===== config.mk =====
export PLATFORM = sky130hd
export DESIGN_NAME = alu_result_logger
export DESIGN_NICKNAME = d
export VERILOG_FILES = /design/src/rtl/alu_log_pkg.sv /design/src/rtl/alu_log_mem.sv /design/src/rtl/alu_result_logger.sv
export SDC_FILE = /design/constraint.sdc
export NUM_CORES = 1
export LEC_CHECK = 0
export ABC_AREA = 0
export BUFFER_PORTS_ARGS = -buffer_cell sky130_fd_sc_hd__buf_4
export CELL_PAD_IN_SITES_DETAIL_PLACEMENT = 1
export CELL_PAD_IN_SITES_GLOBAL_PLACEMENT = 1
export CORE_ASPECT_RATIO = 1.75
export CORE_MARGIN = 2
export CORE_UTILIZATION = 35
export CTS_BUF_LIST = sky130_fd_sc_hd__clkbuf_16
export CTS_CLUSTER_SIZE = 30
export DETAILED_ROUTE_END_ITERATION = 8
export PLACE_DENSITY = 0.65
export SYNTH_ARGS = -nofsm -noshare
export SYNTH_HDL_FRONTEND = slang
export SYNTH_SLANG_ARGS = --single-unit

===== constraint.sdc =====
create_clock -name clk -period 6.02 [get_ports clk]
set_input_delay 1.204 -clock clk [delete_from_list [all_inputs] [get_ports clk]]
set_output_delay 1.204 -clock clk [all_outputs]
set_load 0.1 [all_outputs]

===== src/rtl/alu_log_pkg.sv =====
// Shared types for the ALU result logger: FSM states, sample layout and defaults.
package alu_log_pkg;

  localparam int DEFAULT_DATA_W = 7;
  localparam int DEFAULT_DEPTH  = 8;

  typedef enum logic [1:0] {
    IDLE,
    ARMED,
    CAPTURE,
    DRAIN
  } state_t;

  // One captured observation, flag in the MSB as presented on out_data.
  typedef struct packed {
    logic                      flag;
    logic [DEFAULT_DATA_W-1:0] result;
  } sample_t;

endpackage


===== src/rtl/alu_log_mem.sv =====
// Capture buffer: DEPTH x WIDTH register array, synchronous write, combinational read.
module alu_log_mem #(
  parameter int DEPTH = 8,
  parameter int WIDTH = 8,
  parameter int AW    = $clog2(DEPTH)
) (
  input  logic             clk,
  input  logic             we,
  input  logic [AW-1:0]    waddr,
  input  logic [WIDTH-1:0] wdata,
  input  logic [AW-1:0]    raddr,
  output logic [WIDTH-1:0] rdata
);

  logic [WIDTH-1:0] mem [DEPTH];

  // Write one sample per cycle when enabled.
  // NOTE: storage has no reset; contents are only read after a full capture has written every slot.
  always_ff @(posedge clk) begin
    if (we) mem[waddr] <= wdata;
  end

  assign rdata = mem[raddr];

endmodule


===== src/rtl/alu_result_logger.sv =====
// Triggered capture buffer for the ALU {flag, result} stream.
// Arm -> wait for a flagged sample -> capture DEPTH valid samples -> drain over valid/ready.
// Optional statistics (trig_count, max_result) are built when ALU_LOG_STATS_EN is defined.
module alu_result_logger
  import alu_log_pkg::*;
#(
  parameter int DEPTH  = DEFAULT_DEPTH,
  parameter int DATA_W = DEFAULT_DATA_W
) (
  input  logic              clk,
  input  logic              reset,
  input  logic              arm,
  input  logic              abort,
  input  logic              in_valid,
  input  logic [DATA_W-1:0] in_result,
  input  logic              in_flag,
  output logic              out_valid,
  output logic [DATA_W:0]   out_data,
  input  logic              out_ready,
`ifdef ALU_LOG_STATS_EN
  output logic [7:0]        trig_count,
  output logic [DATA_W-1:0] max_result,
`endif
  output logic              busy,
  output logic              done
);

  localparam int AW = $clog2(DEPTH);
  localparam int CW = AW + 1;

  state_t          state;
  logic [CW-1:0]   count;
  logic [CW-1:0]   rd_ptr;
  logic [DATA_W:0] rd_data;
  logic            trigger;
  logic            take_sample;

  // A flagged sample while armed starts the capture; abort suppresses any write that cycle.
  assign trigger     = (state == ARMED) && in_valid && in_flag && !abort;
  assign take_sample = trigger || ((state == CAPTURE) && in_valid && !abort);

  alu_log_mem #(
    .DEPTH (DEPTH),
    .WIDTH (DATA_W + 1),
    .AW    (AW)
  ) u_mem (
    .clk   (clk),
    .we    (take_sample),
    .waddr (count[AW-1:0]),
    .wdata ({in_flag, in_result}),
    .raddr (rd_ptr[AW-1:0]),
    .rdata (rd_data)
  );

  // Buffer contents are undefined outside DRAIN, so the port shows zero there.
  assign out_data = out_valid ? rd_data : '0;

  // Capture/drain sequencer with registered busy, out_valid and done.
  // NOTE: sequential state uses non-blocking assignments so every register samples pre-edge values.
  always_ff @(posedge clk or negedge reset) begin
    if (!reset) begin
      state     <= IDLE;
      count     <= '0;
      rd_ptr    <= '0;
      busy      <= 1'b0;
      out_valid <= 1'b0;
      done      <= 1'b0;
    end else begin
      done <= 1'b0;
      if (abort) begin
        state     <= IDLE;
        count     <= '0;
        rd_ptr    <= '0;
        busy      <= 1'b0;
        out_valid <= 1'b0;
      end else begin
        case (state)
          IDLE: begin
            if (arm) begin
              state <= ARMED;
              busy  <= 1'b1;
              count <= '0;
            end
          end
          ARMED: begin
            if (trigger) begin
              state <= CAPTURE;
              count <= CW'(1);
            end
          end
          CAPTURE: begin
            if (in_valid) begin
              count <= count + CW'(1);
              if (count == CW'(DEPTH - 1)) begin
                state     <= DRAIN;
                rd_ptr    <= '0;
                out_valid <= 1'b1;
              end
            end
          end
          DRAIN: begin
            if (out_ready) begin
              rd_ptr <= rd_ptr + CW'(1);
              if (rd_ptr == CW'(DEPTH - 1)) begin
                state     <= IDLE;
                busy      <= 1'b0;
                out_valid <= 1'b0;
                done      <= 1'b1;
              end
            end
          end
          default: state <= IDLE;
        endcase
      end
    end
  end

`ifdef ALU_LOG_STATS_EN
  // Trigger counter (saturating) and running maximum of samples written in this capture.
  always_ff @(posedge clk or negedge reset) begin
    if (!reset) begin
      trig_count <= '0;
      max_result <= '0;
    end else begin
      if ((state == IDLE) && arm && !abort) begin
        max_result <= '0;
      end else if (take_sample && (in_result > max_result)) begin
        max_result <= in_result;
      end
      if (trigger && (trig_count != 8'hFF)) begin
        trig_count <= trig_count + 8'd1;
      end
    end
  end
`endif

endmodule


==> impl_metrics.yaml <==
status:
  status: "complete, no violations"
global_routing:
  grt_max_degree: 20
  grt_util_all_layers_pct: 14.4
  antenna_found_initial: 0
  grt_pass1_wl_um: 10900
  grt_pass1_vias: 2021
  grt_overflow: 0
sta:
  setup-violations-final: 0
  fin_ws_ns: 2.70
  setup_tns_ns: 0
  worst-slew-pin-transition_ns: 0.919
  max_slew_margin_pct: 38.5
  rsz0062_at_grt: "false"
  fin_crit_sh_pct: 55.1
  timing.hold.ws_ns: 0.538
  finClkSkew_ns: 0.00351
  finalHoldViolCount: 0
  final_max_slew_viol_count: 0
  period_minus_slack_ns: 3.32
  max_clock_freq_mhz: 302
worst_setup_path:
  criticalPathCategory: "flop to output pin"
  cpMaxStageDelayCell: "dfrtp_1"
  endpoint_kind: "output pin"
  r2r_end: "u_mem.mem[2][0]$_DFFE_PP_"
  r2r-start: "state[0]$_DFFE_PN0P_"
  ff2ff_path_depth: 6
  cp_max_fo: 19
  critPathMaxStageDelay_ns: 0.90
  r2r_slack_ns: 3.36
  critical-path-top-delay-family: "flip-flops"
  cp.arrival_ns: 2.11
  cp.required_ns: 4.82
  cp.depth: 4
  crit_path_start_kind: "flop"
  cp_num_buf_inv: 1
  crit_chain: "mux4_2, mux2i_1, nor2b_1, buf_4"
logic_synthesis:
  synth_compound_area_share_pct: 5.50
  postSynthCellCount: 201
  synth_top_family_by_area: "multiplexers"
  synthAdderAreaFrac_pct: 2.60
  yosysUniqueCellTypes: 42
  synth_xor_area_share_pct: 0
  synth-seq-cells: 77
  syn_area_per_cell_sq_um: 16.7
  seq_area_frac_synth_pct: 66.8
  synth_area_sq_mm: 0.00337
  synthesis.nets: 222
  synth-main-ff-cell: "edfxtp_1"
  synth_edf_count: 64
  synthArstFlopShare_pct: 16.9
  ys_warn_count: 0
  synth-simple-area-share_pct: 8.40
  synth_mux_area_share_pct: 14.6
die:
  die_height_um: 134
  core_sq_mm: 0.00941
  ios: 25
  initial_utilization_pct: 35.8
  rows: 47
  die_w_um: 78.1
  die_area_sq_mm: 0.0104
routing:
  dr_total_vias: 1814
  drc: 0
  wl_um: 6800
  drt-initial-drc-count: 143
  ant_nets: 0
  dr.pass1.iters: 4
  wl_per_cell_um: 19.1
  vias_per_cell: 5.08
clocking:
  worstSkewPairLatency_ns: 0.33
  cts_hold_buf: 0
  cts.path.max_buffers: 2
  cts.clk_slew.worst_paths_ns: 0.06
  clock-sinks: 77
  postCtsResizedCells: 0
  cts_setup_buffers: 0
  cts_buffers: 9
  clockRootBuffer: "clkbuf_16"
  cts_max_level: 3
  cts_tree: "built"
cells_and_area:
  antenna_cells: 0
  areaGrowthSynthToFinish_pct: 16.7
  stdcell_count: 357
  final_cell_mix: "edfxtp_1, buf_4, mux4_2"
  n_fill_cell: 969
  drive_gt1_share_pct: 26.0
  layout.cells.most_common: "edfxtp_1"
  final_nets: 251
worst_hold_path:
  min-delay-start: "rd_ptr[3]$_DFFE_PN0P_"
  hold_end: "rd_ptr[3]$_DFFE_PN0P_"
  min_path_cells: 1
  hp-class: "flop to flop"
placed_design:
  hpwl_um: 4740
  routabilityCongestion: 0.783
  placed_cells: 341
  dp_worst_setup_slack_ns: 2.97
  io_buffers: 24
flow_run:
  max_cap_viol_count: 0
pwr:
  power.density_mw_per_mm2: 367
  p_leak_uw: 0.00135
  irDropWorstVdd_uv: 162
  power_uw: 1440
[Yosys cell counts, types with 3 or more instances]
| library cell | instances | share of area [%] |
|---|---|---|
| nand3_1 | 3 | 0.45 |
| nor2_1 | 12 | 1.3 |
| inv_1 | 4 | 0.45 |
| mux2i_1 | 12 | 3.6 |
| a32o_1 | 3 | 0.89 |
| mux4_2 | 16 | 11 |
| dfrtp_1 | 13 | 9.7 |
| nor3_1 | 7 | 1.0 |
| edfxtp_1 | 64 | 57 |
| ha_1 | 7 | 2.6 |
| nand2_1 | 7 | 0.78 |
| nand2b_1 | 3 | 0.56 |
| a21oi_1 | 5 | 0.74 |
| nor2b_1 | 9 | 1.7 |
| buf_2 | 3 | 0.45 |
[flip-flops by register name, indices dropped and copies added (netlist names)]
name and count:
u_mem.mem 64, count 4, rd_ptr 4, state 2, busy 1, done 1
out_valid 1
[layout make-up]
class | count | area [sq um] | area share (%)
Sequential cell | 77 | 2250 | 57.2
Multi-Input combinational cell | 111 | 1060 | 27.1
Clock buffer | 9 | 225 | 5.73
Timing Repair Buffer | 26 | 195 | 4.97
Tap cell | 122 | 153 | 3.89
Clock inverter | 7 | 26.3 | 0.669
Inverter | 5 | 18.8 | 0.478
[per-stage QoR]
stage	utilization [%]	area, sq um
after floorplan	-	3370
after global placement	39.1	3680
after detailed placement	39.1	3680
after CTS	41.8	3930
after global routing	41.8	3930
final	41.8	3930
[per-layer routing]
metal  up-vias  track usage [%]  wire [um]
met5         -                0          0
met4         0             7.12        183
met3        11             3.25        145
met2        29             26.2       3860
met1       927             15.5       2610
li1        847                -          -
[worst max path at each step]
stage | from | end | slack, ns
2_1_floorplan | out_valid$_DFFE_PN0P_ | out_data[0] | 2.38
3_3_place_gp | rd_ptr[1]$_DFFE_PN0P_ | out_data[2] | 3.00
3_5_place_dp | rd_ptr[1]$_DFFE_PN0P_ | out_data[1] | 2.97
4_1_cts | rd_ptr[1]$_DFFE_PN0P_ | out_data[1] | 2.62
5_1_grt | rd_ptr[1]$_DFFE_PN0P_ | out_data[2] | 2.54
6_report | rd_ptr[1]$_DFFE_PN0P_ | out_data[5] | 2.70
[cells by family after synthesis]
logic type,Yosys count
fa+ha+maj,7
flops,77
buf+inv,13
compound gates,23
mux,29
simple gates,52
[power by group]
part / switching (uW) / internal, uW / total, uW
sequential: 20.8 / 598 / 618
combinational: 248 / 121 / 369
clock: 188 / 268 / 456
No activity file was read; power rests on OpenSTA's default activity.
